[src/rtl/dragon_pursuit_engine.sv]
// ============================================================================
// dragon_pursuit_engine
// ----------------------------------------------------------------------------
// Moves the dragon head one tile per movement tick on a 2^COORD_W square grid.
// A frame counter turns vsync rising edges into step requests. Each request
// runs a sample / decide / commit sequencer that picks a single move according
// to the selected mode (chase, flee, return-home, hold).
//
// Optional feature macro: DRAGON_DIAGONAL_EN
//   When defined, chase/home may step both axes in one commit while the dragon
//   is still far from the target. Flee is never diagonal.
//
// Ports:
//   clk              in   system clock
//   reset            in   synchronous, active-high reset
//   vsync            in   frame sync, rising edge is a frame tick
//   enable           in   0 freezes the counter and ignores new ticks
//   mode             in   00 chase, 01 flee, 10 home, 11 hold
//   period           in   frames between steps minus one
//   target_pos       in   player position {x,y}
//   dragon_pos       out  current head tile {x,y}
//   dragon_direction out  00 up, 01 right, 10 down, 11 left
//   step_pulse       out  one cycle high when dragon_pos changes
//   frame_counter    out  current frame count
//   busy             out  high while the sequencer is not idle
// ============================================================================
module dragon_pursuit_engine #(
    parameter int                   COORD_W   = 4,
    parameter int                   CNT_W     = 6,
    parameter int                   STOP_DIST = 1,
    parameter logic [2*COORD_W-1:0] HOME_POS  = '0
) (
    input  logic                   clk,
    input  logic                   reset,
    input  logic                   vsync,
    input  logic                   enable,
    input  logic [1:0]             mode,
    input  logic [CNT_W-1:0]       period,
    input  logic [2*COORD_W-1:0]   target_pos,
    output logic [2*COORD_W-1:0]   dragon_pos,
    output logic [1:0]             dragon_direction,
    output logic                   step_pulse,
    output logic [CNT_W-1:0]       frame_counter,
    output logic                   busy
);

    localparam int PW = 2 * COORD_W;
    localparam int DW = COORD_W + 2;

    localparam logic [COORD_W-1:0] C_MAX     = '1;
    localparam logic [COORD_W-1:0] C_ONE     = COORD_W'(1);
    localparam logic [CNT_W-1:0]   CNT_ONE   = CNT_W'(1);
    localparam logic [DW-1:0]      STOP_D    = DW'(STOP_DIST);
`ifdef DRAGON_DIAGONAL_EN
    localparam logic [DW-1:0]      DIAG_D    = DW'(STOP_DIST + 1);
`endif

    localparam logic [1:0] MODE_CHASE = 2'b00;
    localparam logic [1:0] MODE_FLEE  = 2'b01;
    localparam logic [1:0] MODE_HOME  = 2'b10;

    localparam logic [1:0] DIR_UP    = 2'b00;
    localparam logic [1:0] DIR_RIGHT = 2'b01;
    localparam logic [1:0] DIR_DOWN  = 2'b10;
    localparam logic [1:0] DIR_LEFT  = 2'b11;

    typedef enum logic [1:0] {
        S_IDLE   = 2'd0,
        S_SAMPLE = 2'd1,
        S_DECIDE = 2'd2,
        S_COMMIT = 2'd3
    } state_t;

    state_t state_q, state_d;

    // Frame tick / counter
    logic             vsync_q, vsync_d;
    logic [CNT_W-1:0] cnt_q, cnt_d;
    logic             tick;
    logic             step_req;

    // Sequencer controls
    logic do_sample;
    logic do_commit;

    // Values latched in SAMPLE
    logic [1:0]                smode_q, smode_d;
    logic [COORD_W-1:0]        sx_q, sx_d, sy_q, sy_d;
    logic signed [COORD_W:0]   dx_q, dx_d, dy_q, dy_d;
    logic [COORD_W-1:0]        adx_q, adx_d, ady_q, ady_d;
    logic [DW-1:0]             dist_q, dist_d;

    // Sample-stage arithmetic
    logic [PW-1:0]             tgt;
    logic signed [COORD_W:0]   dx_c, dy_c;
    logic [COORD_W-1:0]        adx_c, ady_c;

    // Decision
    logic               move;
    logic [COORD_W-1:0] nx, ny;
    logic [1:0]         ndir;
    logic               diag;
    logic               x_ok, y_ok;
    logic               take_x;

    // Committed outputs
    logic [PW-1:0] pos_q, pos_d;
    logic [1:0]    dir_q, dir_d;
    logic          pulse_q, pulse_d;

    // ------------------------------------------------------------------------
    // Frame tick detection and step-request counter
    // ------------------------------------------------------------------------
    // NOTE: every signal driven in an always_comb gets a default assignment at
    // the top, so no path leaves it unassigned and no latch is inferred.
    always_comb begin
        vsync_d  = vsync;
        tick     = enable & vsync & ~vsync_q;
        cnt_d    = cnt_q;
        step_req = 1'b0;
        if (tick) begin
            // Compare against the live period so a period change applies at once.
            if (cnt_q < period) begin
                cnt_d = cnt_q + CNT_ONE;
            end else begin
                cnt_d    = '0;
                step_req = 1'b1;
            end
        end
    end

    // ------------------------------------------------------------------------
    // Sequencer: next-state logic. A request while not idle is simply dropped;
    // the counter has already wrapped above regardless.
    // ------------------------------------------------------------------------
    always_comb begin
        state_d = state_q;
        unique case (state_q)
            S_IDLE:   if (step_req) state_d = S_SAMPLE;
            S_SAMPLE: state_d = S_DECIDE;
            S_DECIDE: state_d = S_COMMIT;
            S_COMMIT: state_d = S_IDLE;
            default:  state_d = S_IDLE;
        endcase
    end

    // Sequencer: output decode. The move is registered on the DECIDE->COMMIT
    // edge so that the new position and step_pulse are visible in COMMIT.
    always_comb begin
        busy      = (state_q != S_IDLE);
        do_sample = (state_q == S_SAMPLE);
        do_commit = (state_q == S_DECIDE);
    end

    // ------------------------------------------------------------------------
    // SAMPLE: latch mode, target and position, pre-compute the differences
    // ------------------------------------------------------------------------
    always_comb begin
        tgt   = (mode == MODE_HOME) ? HOME_POS : target_pos;
        dx_c  = $signed({1'b0, tgt[PW-1:COORD_W]}) - $signed({1'b0, pos_q[PW-1:COORD_W]});
        dy_c  = $signed({1'b0, tgt[COORD_W-1:0]})  - $signed({1'b0, pos_q[COORD_W-1:0]});
        adx_c = dx_c[COORD_W] ? COORD_W'(-dx_c) : COORD_W'(dx_c);
        ady_c = dy_c[COORD_W] ? COORD_W'(-dy_c) : COORD_W'(dy_c);

        smode_d = smode_q;
        sx_d    = sx_q;
        sy_d    = sy_q;
        dx_d    = dx_q;
        dy_d    = dy_q;
        adx_d   = adx_q;
        ady_d   = ady_q;
        dist_d  = dist_q;
        if (do_sample) begin
            smode_d = mode;
            sx_d    = pos_q[PW-1:COORD_W];
            sy_d    = pos_q[COORD_W-1:0];
            dx_d    = dx_c;
            dy_d    = dy_c;
            adx_d   = adx_c;
            ady_d   = ady_c;
            dist_d  = DW'(adx_c) + DW'(ady_c);
        end
    end

    // ------------------------------------------------------------------------
    // DECIDE: choose at most one move from the latched values
    // ------------------------------------------------------------------------
    always_comb begin
        move   = 1'b0;
        nx     = sx_q;
        ny     = sy_q;
        ndir   = dir_q;
        x_ok   = 1'b0;
        y_ok   = 1'b0;
        take_x = 1'b0;
`ifdef DRAGON_DIAGONAL_EN
        diag = (dx_q != '0) && (dy_q != '0) && (dist_q > DIAG_D);
`else
        diag = 1'b0;
`endif
        case (smode_q)
            MODE_CHASE, MODE_HOME: begin
                // Home keeps going until it lands exactly on HOME_POS.
                if (dist_q > ((smode_q == MODE_HOME) ? '0 : STOP_D)) begin
                    move = 1'b1;
                    if (diag) begin
                        nx   = dx_q[COORD_W] ? sx_q - C_ONE : sx_q + C_ONE;
                        ny   = dy_q[COORD_W] ? sy_q - C_ONE : sy_q + C_ONE;
                        ndir = dx_q[COORD_W] ? DIR_LEFT : DIR_RIGHT;
                    end else if (adx_q >= ady_q) begin
                        // Tie goes to x; adx > 0 is guaranteed here.
                        nx   = dx_q[COORD_W] ? sx_q - C_ONE : sx_q + C_ONE;
                        ndir = dx_q[COORD_W] ? DIR_LEFT : DIR_RIGHT;
                    end else begin
                        ny   = dy_q[COORD_W] ? sy_q - C_ONE : sy_q + C_ONE;
                        ndir = dy_q[COORD_W] ? DIR_UP : DIR_DOWN;
                    end
                end
            end
            MODE_FLEE: begin
                // Step away = opposite sign of the difference. An axis with a
                // zero difference has no "away" and is never used; an axis whose
                // away step would leave the grid is blocked.
                x_ok   = (dx_q != '0) && (dx_q[COORD_W] ? (sx_q != C_MAX) : (sx_q != '0));
                y_ok   = (dy_q != '0) && (dy_q[COORD_W] ? (sy_q != C_MAX) : (sy_q != '0));
                take_x = x_ok && ((adx_q >= ady_q) || !y_ok);
                if (take_x) begin
                    move = 1'b1;
                    nx   = dx_q[COORD_W] ? sx_q + C_ONE : sx_q - C_ONE;
                    ndir = dx_q[COORD_W] ? DIR_RIGHT : DIR_LEFT;
                end else if (y_ok) begin
                    move = 1'b1;
                    ny   = dy_q[COORD_W] ? sy_q + C_ONE : sy_q - C_ONE;
                    ndir = dy_q[COORD_W] ? DIR_DOWN : DIR_UP;
                end
            end
            default: begin
                // hold: never moves
            end
        endcase
    end

    // ------------------------------------------------------------------------
    // COMMIT: update position/direction and pulse only on a real move
    // ------------------------------------------------------------------------
    always_comb begin
        pos_d   = pos_q;
        dir_d   = dir_q;
        pulse_d = 1'b0;
        if (do_commit && move) begin
            pos_d   = {nx, ny};
            dir_d   = ndir;
            pulse_d = 1'b1;
        end
    end

    // ------------------------------------------------------------------------
    // State registers
    // ------------------------------------------------------------------------
    // NOTE: sequential state uses non-blocking assignments so every flop
    // samples its pre-edge inputs, independent of statement order.
    always_ff @(posedge clk) begin
        if (reset) begin
            state_q <= S_IDLE;
            vsync_q <= 1'b0;
            cnt_q   <= '0;
            smode_q <= MODE_CHASE;
            sx_q    <= '0;
            sy_q    <= '0;
            dx_q    <= '0;
            dy_q    <= '0;
            adx_q   <= '0;
            ady_q   <= '0;
            dist_q  <= '0;
            pos_q   <= HOME_POS;
            dir_q   <= DIR_UP;
            pulse_q <= 1'b0;
        end else begin
            state_q <= state_d;
            vsync_q <= vsync_d;
            cnt_q   <= cnt_d;
            smode_q <= smode_d;
            sx_q    <= sx_d;
            sy_q    <= sy_d;
            dx_q    <= dx_d;
            dy_q    <= dy_d;
            adx_q   <= adx_d;
            ady_q   <= ady_d;
            dist_q  <= dist_d;
            pos_q   <= pos_d;
            dir_q   <= dir_d;
            pulse_q <= pulse_d;
        end
    end

    assign dragon_pos       = pos_q;
    assign dragon_direction = dir_q;
    assign step_pulse       = pulse_q;
    assign frame_counter    = cnt_q;

endmodule

[config.mk]
export PLATFORM = sky130hd
export DESIGN_NAME = dragon_pursuit_engine
export DESIGN_NICKNAME = d
export VERILOG_FILES = /design/src/rtl/dragon_pursuit_engine.sv
export SDC_FILE = /design/constraint.sdc
export NUM_CORES = 1
export LEC_CHECK = 0
export BUFFER_PORTS_ARGS = -buffer_cell sky130_fd_sc_hd__buf_2
export CAP_MARGIN = 0
export CELL_PAD_IN_SITES_DETAIL_PLACEMENT = 0
export CELL_PAD_IN_SITES_GLOBAL_PLACEMENT = 1
export CORE_MARGIN = 1
export CORE_UTILIZATION = 30
export DETAILED_ROUTE_END_ITERATION = 12
export GPL_ROUTABILITY_DRIVEN = 0
export HOLD_SLACK_MARGIN = 0.15
export PLACE_DENSITY = 0.6
export SLEW_MARGIN = 20
export SYNTH_ARGS = -nofsm -noshare
export SYNTH_HDL_FRONTEND = slang
export SYNTH_SLANG_ARGS = --single-unit
[constraint.sdc]
create_clock -name clk -period 8.3 [get_ports clk]
set_input_delay 2.49 -clock clk [delete_from_list [all_inputs] [get_ports clk]]
set_output_delay 2.49 -clock clk [all_outputs]
set_load 0.01 [all_outputs]
# After elaboration in Yosys (flattened, before gate mapping)
# Cells that the tools add are included.
# op_classes
n_mux	38
n_addsub	10
bitwise_logic	3
magnitude_cmp	3
n_eq_ne	11
n_reduce_logical	16
# ops
op	n
4-bit 2-to-1 mux	13
2-bit 2-to-1 mux	9
4-bit one-hot mux with 2 select lines	2
5-bit nonzero test	2
4-bit by 4-bit subtractor with 5-bit output	2
1-bit 2-to-1 mux	9
4-bit by 1-bit adder with 4-bit output, second input constant	2
2-bit equality test, second input constant	4
8-bit 2-to-1 mux	1
4-bit != test, second input constant	2
4-bit negator	2
2-bit one-hot mux with 4 select lines	1
4-bit nonzero test	2
4-bit by 1-bit subtractor with 4-bit output, second input constant	2
6-bit by 1-bit adder with 6-bit output, second input constant	1
6-bit by 1-bit greater-than comparator with 1-bit output	1
6-bit < comparator	1
6-bit 2-to-1 mux	1
4-bit by 4-bit adder with 5-bit output	1
2-bit by 1-bit equality test with 1-bit output, second input constant	2
4-bit >= comparator	1
1-bit logical AND	4
2-bit zero test	2
2-bit != test, second input constant	2
10 further kinds	12
# word_totals
input_bits	20
elab_cells	95
output_inout_bits	18
regBits	54

# Longest topological paths before layout
# Gate-level depths: netlist (run 1).
# depth
depth_word	10
depth_mapped	16
mapped_depth_nobuf	16

# Least setup slack after synthesis (run 1)
# No wires, ideal clock.
# synth_path
kind	input to register
from	input port mode[0]
to	register dist_q[3]
cell_stages	13
required_time_ps	8172
path_buffers	0
setup_time_ps	128
t_arrival_ps	4975
setup_slack_ps	3198
path_cell_list	nand2b_1 > nand2_1 > ha_1 > fa_1 > ha_1 > o21ai_0 > inv_1 > ha_1 > a21o_1 > a21oi_1 > xnor2_1 > mux2i_1 > nor2_1
# synth_via
elab_chain_len	6
word_cells_on_any_way	9
cone_classes	add/sub (5); eq/ne (1); mux (3)
# synth_lines
item	line	text
start: declaration	37	input logic [1:0] mode,
2-bit equality test *	159	tgt = (mode == MODE_HOME) ? HOME_POS : target_pos;
8-bit 2-to-1 mux *	159	
4-bit by 4-bit subtractor with 5-bit output *	160	dx_c = $signed({1'b0, tgt[PW-1:COORD_W]}) - $signed({1'b0, pos_q[PW-1:COORD_W]});
4-bit negator	162	adx_c = dx_c[COORD_W] ? COORD_W'(-dx_c) : COORD_W'(dx_c);
4-bit 2-to-1 mux *	162	
via adx_c[1]	96	logic [COORD_W-1:0] adx_c, ady_c;
4-bit by 4-bit adder with 5-bit output *	181	dist_d = DW'(adx_c) + DW'(ady_c);
end signal: assignment	289	dist_q <= dist_d;
end: declaration	91	logic [DW-1:0] dist_q, dist_d;
# The timed path passes the listed nets; every way through them passes the cells marked *.
# A chain may end at the register's enable or synchronous reset.

# Worst setup path in the final report (run 1)
# Ends and elaborated chain as after synthesis.

==> impl_metrics.ini, run 1 <==
[status]
status = complete, no violations

[synthesis]
synth-compound-area-share_pct = 18.94
synthTopCellsByArea = dfxtp_1, ha_1, mux2i_1
synth.mux.area_fraction_pct = 8.535
yosysTopAreaCell = dfxtp_1
yosysWarnings = 0
synth_fp_nets = 454
synth.avg_cell_area_sq_um = 8.604
ys_types = 56
synth_seq_area_share_pct = 29.89
synth-main-ff-cell = dfxtp_1
synth_top_area_share_pct = 29.89
ys_ff_latch = 51
synth_xor_area_share_pct = 6.410
syn_inst = 397
syn_area_sq_um = 3416
synth-edff-count = 0
synth_top_family_by_area = compound AO/OA/AOI/OAI gates
synth-async-reset-ratio_pct = 0
synthSimpleGateAreaFrac_pct = 15.35
synth_fa_ha_area_share_pct = 14.21

[pwr]
power_density_nw_per_um2 = 239.4
irDropWorstVdd_uv = 186.8
p_leak_nw = 1.567

[floorplanning]
start_util_pct = 31.10
die_area_sq_um = 11820
coreArea_sq_um = 10980
io_pins = 38
row_count = 38
die_y_um = 108.7
die_w_um = 108.7

[clock_tree]
cts_buffers = 5
clk_path_buf_depth = 2
post_cts_resized = 0
path_clk_slew_ns = 0.07
clock_latency_ns = 0.29
root_buffer = clkbuf_16
cts_sinks = 51
ctsHoldBuffers = 0
post_cts_buffers = 0
cts_tree = built
h-tree-depth = 2

[placement]
numPortBuffers = 37
post-dp-hpwl_um = 5835
place_inst = 558
dpl_cell_area_sq_um = 3705
post-place-ws_ns = 2.611

[timing]
period_share_pct = 64.06
hold_viol = 0
maxSlewHeadroom_pct = 43.01
finalSetupViolCount = 0
max_freq_mhz = 188.1
rsz0062_at_grt = no
min_period_ns = 5.317
worst_slack_ns = 2.983
clock_skew_ns = 0.007228
tns_ns = 0
tightest_slew_ns = 0.8549
slew_viol_final = 0

[setup_path]
slowest_stage = fa_1
critPathLaunchType = primary input
cp_data_arrival_time_ns = 5.47
worstSetupPathType = primary input to flop
worst-path-buf-inv = 2
critPathRequiredTime_ns = 8.45
cp_top_family = adder cells
rr_startpoint = dragon_pos[4]$_SDFFE_PP0P_
crit_cells = 14
r2r_cells = 11
end_kind = flop
crit_chain = buf_2 > nand2b_1 > nand2_1 > ha_1 > fa_1 > ha_1 > o21ai_0 > inv_1 > ha_1 > a21o_1 > a21oi_1 > xnor2_1 > mux2i_1 > nor2_1
cpMostUsedCell = ha_1
critPathMaxFanout = 8
startpoint = mode[0]
worst_path_largest_cell_delay_ns = 0.50

[final_layout]
final_cells = 566
regArea_sq_um = 1021
num_antenna_cells = 0
fin_util_pct = 35.36
layout-drive-gt1-share_pct = 13.85
final_nets = 482
multi_input_area_sq_um = 2180
nFillCells = 1153
fin_area_sq_um = 3884
area_delta_synth_final_pct = 13.70

[global_routing]
grt_pass1_wl_um = 12970
overflow = 0
antenna_found_initial = 0
grt_max_degree = 45
grt_pass1_vias = 2654
grt_usage_pct = 14.21

[drt]
wire_per_inst_um = 13.72
postRouteWirelength_um = 7763
drtAntennaViolNets = 0
first_iter_violations = 88
drt_first_pass_iters = 6
via_per_inst = 4.896
drc_errors = 0
route.vias.total = 2771

[hold_path]
hp-class = flop to flop
hold_depth = 2
hold_start = dragon_direction[1]$_SDFFE_PP0P_

[run]
drv_cap = 0
[layout make-up]
class,count,share of cell area [%]
well taps,140,4.510
clock inverters,3,1.128
inverters,41,3.963
multi-input cells,289,56.12
clock buffers,5,3.222
flip-flops and latches,51,26.29
repair buffers,37,4.768
[Yosys cell counts, types with 5 or more instances]
master	n
ha_1	34
a211oi_1	15
inv_1	41
nor2_1	54
dfxtp_1	51
and2_1	6
nor3_1	6
xor2_1	7
clkbuf_1	12
nand2_1	15
nand3_1	5
xnor2_1	18
a21oi_1	17
a21o_1	7
mux2i_1	28
o21ai_0	10
nand2b_1	5
[placed cells by master, fill, tap and decap left out, types with 2 or more instances in the layout]
cell       count
xnor2_1       18
fa_1           3
nand2b_1       5
a211oi_1      15
a311oi_1       4
o31ai_2        2
or3_1          2
ha_1          33
clkbuf_16      5
a21oi_1       17
o211ai_1       4
and2_1         6
nor2b_1        4
nand4_1        2
inv_1         41
o21a_1         4
a221oi_1       2
nor2_1        54
o211a_1        2
a31oi_1        2
nand3_1        5
nor3_1         6
buf_2         37
o21ai_1        4
mux2i_1       28
nand2_1       15
a22oi_1        2
o21ai_0       10
and4_1         2
xor2_1         7
a21o_1         7
or2_2          2
dfxtp_1       51
[per-stage QoR]
step,hold slack [ns],power (mW)
floorplan,0.4565,0.6093
finish,0.4690,0.9299
CTS,0.4705,0.9445
global placement,0.4383,0.6979
global route,0.5016,1.008
detailed placement,0.4599,0.6980
[report_power, final]
group	switching [mW]	internal (mW)	total, mW
Combinational	0.225	0.157	0.382
Sequential	0.0298	0.279	0.309
Clock	0.0968	0.142	0.239
Total	0.352	0.578	0.930
[logic make-up (layout without fill, tap and decap cells)]
family | count (synthesis) | in the layout
AOI/OAI and AO/OA | 88 | 88
xor gates and xnor gates | 25 | 25
adders and majority gates | 37 | 37
buffers and inverters | 57 | 86
DFF | 51 | 51
muxes | 29 | 29
and+or+nand+nor | 110 | 110
[worst register-to-register path: cells and delay by family, from the launching register on]
family                   cells  cell delay, ns
adder cells (fa/ha/maj)      4            1.37
AND/OR/NAND/NOR              1            0.05
buffers and inverters        1            0.09
XOR/XNOR                     1            0.08
multiplexers                 1            0.13
flip-flops                   1            0.34
AO/OA/AOI/OAI                3            0.79
[registers in the layout, indices dropped and copies added (netlist names), 3 cells and up]
name,cells
dx_q,5
ady_q,4
adx_q,3
sy_q,4
dragon_pos,8
dy_q,4
dist_q,5
sx_q,4
frame_counter,6
[worst paths after layout]
path                            slack [ns]                               end
worst max-delay path                  2.98            dist_q[3]$_SDFFE_PP0N_
worst min-delay path                  0.47  dragon_direction[1]$_SDFFE_PP0P_
worst max register to register        5.30            dist_q[3]$_SDFFE_PP0N_
worst min register to register        0.47  dragon_direction[1]$_SDFFE_PP0P_
[layer usage]
| layer | global-route usage (%) | wire [um] | vias to the layer above |
|---|---|---|---|
| li1 | - | - | 1442 |
| met1 | 18.68 | 3819 | 1265 |
| met2 | 23.37 | 3440 | 59 |
| met4 | 4.344 | 70 | 0 |
| met5 | 0 | 0 | - |
| met3 | 2.750 | 433 | 5 |
Power figures use the tool's default switching activity.
==> run 2, diff against run 1 <==
==> constraint.sdc (replaced) <==
create_clock -name clk -period 5 [get_ports clk]
set_input_delay 1.5 -clock clk [delete_from_list [all_inputs] [get_ports clk]]
set_output_delay 1.5 -clock clk [all_outputs]
set_load 0.01 [all_outputs]
==> run 2 against run 1 <==
Net effect:
- sequential share of layout area is 0.11 points higher
- hold slack worse by 0.011 ns
- clock power rose by 51%
- highest routed layer unchanged
==> impl_metrics.ini, run 2 (synthesis results as in run 1) <==
[clock_tree]
path_clk_slew_ns = 0.07
cts_buffers = 5
post_cts_buffers = 0
clk_path_buf_depth = 2
post_cts_resized = 0
cts_sinks = 51
root_buffer = clkbuf_16
ctsHoldBuffers = 0
cts_tree = built
clock_latency_ns = 0.29
h-tree-depth = 2

[timing]
rsz0062_at_grt = no
period_share_pct = 83.72
slew_viol_final = 0
finalSetupViolCount = 0
tightest_slew_ns = 1.058
hold_viol = 0
tns_ns = 0
maxSlewHeadroom_pct = 29.48
min_period_ns = 4.186
clock_skew_ns = 0.006246
max_freq_mhz = 238.9
worst_slack_ns = 0.8140

[drt]
route.vias.total = 2744
routed.top_layer = met4
drt_first_pass_iters = 4
wl_met2_um = 3407
wl_met3_um = 380
via_per_inst = 4.840
drtAntennaViolNets = 0
drc_errors = 0
wire_per_inst_um = 13.65
first_iter_violations = 84
wl_met1_um = 3892
postRouteWirelength_um = 7742

[placement]
post-dp-hpwl_um = 5841
numPortBuffers = 37
post-place-ws_ns = 0.4355

[final_layout]
num_antenna_cells = 0
final_common_cell = nor2_1
regArea_sq_um = 1021
final_cell_mix = nor2_1, dfxtp_1, inv_1
largest_reg_flops = 8
multi_input_area_sq_um = 2170
nFillCells = 1132
layout-drive-gt1-share_pct = 14.05
area_delta_synth_final_pct = 13.22
final_nets = 483
fin_util_pct = 35.21

[pwr]
p_sw_share_pct = 38.55
irDropWorstVdd_uv = 241.6
p_clk_share_pct = 24.0
p_seq_share_pct = 33.9
p_comb_share_pct = 42.1
p_leak_nw = 1.559
power_density_nw_per_um2 = 388.8
p_sw_mw = 0.5796
p_int_mw = 0.9239

[floorplanning]
row_count = 38
coreArea_sq_um = 10980
die_w_um = 108.7
die_y_um = 108.7
start_util_pct = 31.10
die_area_sq_um = 11820
io_pins = 38

[setup_path]
rr_endpoint = dragon_pos[6]$_SDFFE_PP0P_
reg2reg_slack_ns = 2.01
worst_path_largest_cell_delay_ns = 0.39
cp_top_family = compound AO/OA/AOI/OAI gates
end_kind = flop
crit_cells = 17
endpoint = dist_q[3]$_SDFFE_PP0N_
critPathMaxFanout = 8
crit_chain = buf_2 > nand2b_1 > nand2_1 > ha_1 > inv_1 > fa_1 > a21o_1 > a21oi_1 > nor2_1 > a21oi_1 > inv_1 > ha_1 > a21o_1 > a21oi_1 > xnor2_1 > mux2i_1 > nor2_1
startpoint = mode[0]
cp_data_arrival_time_ns = 4.34
slowest_stage = fa_1
critPathRequiredTime_ns = 5.15
critPathLaunchType = primary input
worstSetupPathType = primary input to flop
rr_startpoint = smode_q[0]$_SDFFE_PP0N_
cpMostUsedCell = a21oi_1
r2r_cells = 9
worst-path-buf-inv = 3

[global_routing]
grt_pass1_wl_um = 13080
grt_usage_pct = 14.32
grt_pass1_vias = 2622
antenna_found_initial = 0
grt_max_degree = 45
overflow = 0

[status]
status = complete, no violations

[hold_path]
hold_depth = 2
hp-class = flop to flop

[run]
drv_cap = 0
==> run 2: changes by cell type in the layout (fill, tap and decap cells not counted), sizes merged <==
cell / previous run / this run
bufinv: 1 / 0
clkinvlp: 0 / 1
clkinv: 2 / 1
buf: 37 / 38
clkbuf: 5 / 6
==> run 2: final cells by class <==
class                   instances  share of cell area [%]
repair buffers                 38                   4.982
clock inverters                 2                  0.4206
flip-flops and latches         51                   26.40
multi-input cells             289                   56.10
clock buffers                   6                   3.591
inverters                      41                   3.979
well taps                     140                   4.529
==> run 2: worst min-delay path by stage <==
stage,slack (ns),startpoint,end
floorplan,0.46,dist_q[1]$_SDFFE_PP0N_,dist_q[1]$_SDFFE_PP0N_
global placement,0.44,dragon_direction[1]$_SDFFE_PP0P_,dragon_direction[1]$_SDFFE_PP0P_
detailed placement,0.46,dragon_direction[1]$_SDFFE_PP0P_,dragon_direction[1]$_SDFFE_PP0P_
CTS,0.47,dragon_direction[1]$_SDFFE_PP0P_,dragon_direction[1]$_SDFFE_PP0P_
global route,0.50,dragon_direction[1]$_SDFFE_PP0P_,dragon_direction[1]$_SDFFE_PP0P_
finish,0.46,dragon_direction[1]$_SDFFE_PP0P_,dragon_direction[1]$_SDFFE_PP0P_
==> run 2: metrics by stage <==
| stage | total power, mW | area [sq um] | instances | hold slack [ns] |
|---|---|---|---|---|
| after floorplan | 1.012 | 3416 | 397 | 0.4565 |
| after global placement | 1.159 | 3712 | 559 | 0.4382 |
| after detailed placement | 1.160 | 3712 | 559 | 0.4592 |
| after CTS | 1.528 | 3867 | 567 | 0.4694 |
| after global routing | 1.631 | 3867 | 567 | 0.5034 |
| final | 1.504 | 3867 | 567 | 0.4579 |
==> run 2: tightest hold or removal path: stages (launching register included) <==
cell	delay (ns)
dfxtp_1	0.31
nand2_1	0.05
a21oi_1	0.05
==> run 2: power groups by stage <==
stage                     clock (mW)  combinational (mW)  sequential, mW
after global placement             0               0.640           0.518
after global routing           0.391               0.721           0.519
final                          0.361               0.633           0.509
after CTS                      0.373               0.644           0.510
after floorplan                    0               0.511           0.501
after detailed placement           0               0.641           0.520
==> run 2: routing by layer <==
metal,track usage [%],vias to the layer above
met4,4.054,0
li1,-,1448
met2,23.46,55
met1,18.89,1236
met5,0,-
met3,2.989,5
==> run 3, diff against run 2 <==
--- a/config.mk
+++ b/config.mk
@@ -5,6 +5,7 @@
 export SDC_FILE = /design/constraint.sdc
 export NUM_CORES = 1
 export LEC_CHECK = 0
+export ABC_AREA = 1
 export BUFFER_PORTS_ARGS = -buffer_cell sky130_fd_sc_hd__buf_2
 export CAP_MARGIN = 0
 export CELL_PAD_IN_SITES_DETAIL_PLACEMENT = 0
@@ -14,7 +15,7 @@
 export DETAILED_ROUTE_END_ITERATION = 12
 export GPL_ROUTABILITY_DRIVEN = 0
 export HOLD_SLACK_MARGIN = 0.15
-export PLACE_DENSITY = 0.6
+export PLACE_DENSITY = 0.62
 export SLEW_MARGIN = 20
 export SYNTH_ARGS = -nofsm -noshare
 export SYNTH_HDL_FRONTEND = slang
==> constraint.sdc (replaced) <==
create_clock -name clk -period 4 [get_ports clk]
set_input_delay 1.2 -clock clk [delete_from_list [all_inputs] [get_ports clk]]
set_output_delay 1.2 -clock clk [all_outputs]
set_load 0.01 [all_outputs]
==> run 3 against run 2 <==
Net effect:
- via count increased by 16%
- first-iteration DRC count is 18% higher
- flip-flop and latch count did not move
- sequential share of layout area down 1.2 points
- wire length increased by 16%
- cell area up 4.8%
- synthesized cell count rose by 25%
- clock power grew 26%
- register-to-register slack got worse by 0.83 ns
- cell count up 20%
- combinational power rose to 3.5 times the previous value
- critical path type unchanged
==> impl_metrics.ini, run 3 <==
[final_layout]
nFillCells = 1243
fin_area_sq_um = 4053
final_nets = 592
multi_input_area_sq_um = 2126
layout-drive-gt1-share_pct = 16.42
fin_util_pct = 35.34
largest_reg_flops = 8
final_common_cell = nand2_1
area_delta_synth_final_pct = 14.74
final_cell_mix = nand2_1, inv_1, nor2_1
regArea_sq_um = 1021
num_antenna_cells = 0

[drt]
drt_first_pass_iters = 4
postRouteWirelength_um = 8989
wire_per_inst_um = 13.24
via_per_inst = 4.692
drtAntennaViolNets = 0
first_iter_violations = 99
drc_errors = 0
route.vias.total = 3186

[timing]
period_share_pct = 93.29
maxSlewHeadroom_pct = 50.40
hold_viol = 0
slew_viol_final = 0
max_freq_mhz = 268.0
min_period_ns = 3.732
timing.hold.ws_ns = 0.4685
finalSetupViolCount = 0
tightest_slew_ns = 0.7432
rsz0062_at_grt = no
worst_slack_ns = 0.2683
tns_ns = 0
clock_skew_ns = 0.007967

[global_routing]
grt_usage_pct = 15.14
grt_pass1_wl_um = 14980
grt_max_degree = 29
overflow = 0
grt_pass1_vias = 3071
antenna_found_initial = 0

[clock_tree]
cts_tree = built
path_clk_slew_ns = 0.08
post_cts_buffers = 0
ctsHoldBuffers = 0
post_cts_resized = 0
clock_latency_ns = 0.30
clk_path_buf_depth = 2
cts_buffers = 5
root_buffer = clkbuf_16
h-tree-depth = 2
cts_sinks = 51

[synthesis]
synth.avg_cell_area_sq_um = 7.121
synth_seq_area_share_pct = 28.91
ys_types = 37
yosysWarnings = 0
syn_inst = 496
synth-main-ff-cell = dfxtp_1
syn_area_sq_um = 3532
ys_ff_latch = 51
synth-edff-count = 0
synth-async-reset-ratio_pct = 0
synth_common_cells = nand2_1, inv_1, nor2_1
synthTopCellsByArea = dfxtp_1, ha_1, nand2_1
yosysMostFrequentCell = nand2_1
synth_fp_nets = 553
yosysTopAreaCell = dfxtp_1
synth_top_area_share_pct = 28.91

[status]
status = complete, no violations

[setup_path]
crit_chain = buf_2 > nor2_1 > inv_1 > nand2_1 > ha_1 > inv_1 > fa_1 > inv_1 > ha_1 > or2_2 > xor2_1 > inv_1 > ha_1 > inv_1 > o21ba_2 > xnor2_1 > o21ai_0 > inv_1
critPathMaxFanout = 2
rr_startpoint = dragon_pos[0]$_SDFFE_PP0P_
end_kind = flop
cp_top_family = adder cells
reg2reg_slack_ns = 1.18
critPathRequiredTime_ns = 4.20
critPathLaunchType = primary input
cp_data_arrival_time_ns = 3.93
r2r_cells = 14
worst_path_largest_cell_delay_ns = 0.50
worstSetupPathType = primary input to flop
cpMostUsedCell = inv_1
worst-path-buf-inv = 7
rr_endpoint = dist_q[3]$_SDFFE_PP0N_
slowest_stage = fa_1

[floorplanning]
row_count = 39
die_w_um = 110.5
start_util_pct = 30.80
die_area_sq_um = 12210
io_pins = 38
die_y_um = 110.5
coreArea_sq_um = 11470

[placement]
post-place-ws_ns = -0.09483
post-dp-hpwl_um = 6928
numPortBuffers = 37
dpl_cell_area_sq_um = 3900

[pwr]
power_density_nw_per_um2 = 857.6
irDropWorstVdd_uv = 265.9
p_leak_nw = 1.971

[run]
drv_cap = 0

[hold_path]
hold_depth = 2
hp-class = flop to flop
holdPathEnd = dist_q[0]$_SDFFE_PP0N_
hold_start = dist_q[0]$_SDFFE_PP0N_
run 3: cell types whose count changed in the layout (fill, tap and decap cells not counted), sizes merged, moves of 11 or more:
cell,previous run,this run
inv,41,81
nand2,15,81
mux2i,28,0
nand3,5,33
o21ai,14,50
a21oi,17,44
buf,38,49
a211oi,16,0
run 3: worst reg2reg max path, cell delays in order (launching register included):
cell     delay (ns)
dfxtp_1        0.39
ha_1           0.16
inv_1          0.06
fa_1           0.50
inv_1          0.06
ha_1           0.17
or2_2          0.30
xor2_1         0.18
inv_1          0.06
ha_1           0.29
inv_1          0.05
o21ba_2        0.21
xnor2_1        0.11
o21ai_0        0.14
inv_1          0.05
run 3: per-layer routing:
layer | GRT usage, % | part of all wire, % | up-vias
met3 | 2.195 | 2.5 | 6
li1 | - | - | 1673
met4 | 3.733 | 1.1 | 0
met1 | 19.88 | 50 | 1453
met2 | 25.96 | 46 | 54
met5 | 0 | 0 | -
run 3: worst max path at each step:
stage | slack (ns) | cells past startpoint | from | end
5_1_grt | 0.04 | 19 | mode[1] | dist_q[3]$_SDFFE_PP0N_
4_1_cts | 0.22 | 18 | mode[0] | dist_q[3]$_SDFFE_PP0N_
3_3_place_gp | -0.06 | 18 | mode[0] | dist_q[3]$_SDFFE_PP0N_
2_1_floorplan | 0.03 | 18 | mode[1] | dist_q[3]$_SDFFE_PP0N_
3_5_place_dp | -0.09 | 18 | mode[0] | dist_q[3]$_SDFFE_PP0N_
6_report | 0.27 | 18 | mode[0] | dist_q[3]$_SDFFE_PP0N_
run 3: power by group:
part           switching, mW  total [mW]  internal, mW  leakage, nW
registers              0.148       0.816         0.668        0.416
clock network          0.215       0.454         0.239       0.0723
logic                   1.36        2.21         0.843         1.48
total                   1.73        3.48          1.75         1.97
run 3: final cells by class:
type / instances / area share, %
Sequential cell: 51 / 25.19
Clock inverter: 3 / 0.6792
Tap cell: 143 / 4.415
Inverter: 79 / 7.379
Timing Repair Buffer: 49 / 6.792
Multi-Input combinational cell: 349 / 52.45
Clock buffer: 5 / 3.087
run 3: cell families (layout without fill, tap and decap cells):
family / after synthesis / in the layout / synth area share [%]
buf+inv: 96 / 136 / 10.91
xor+xnor: 24 / 24 / 5.951
flops: 51 / 51 / 28.91
compound gates: 107 / 107 / 17.32
simple gates: 181 / 181 / 23.17
fa+ha+maj: 37 / 37 / 13.74
run 3: per-stage QoR:
step / total power, mW / cells
floorplan: 2.481 / 496
global placement: 3.023 / 671
detailed placement: 3.041 / 671
CTS: 3.513 / 679
global route: 3.848 / 679
finish: 3.475 / 679
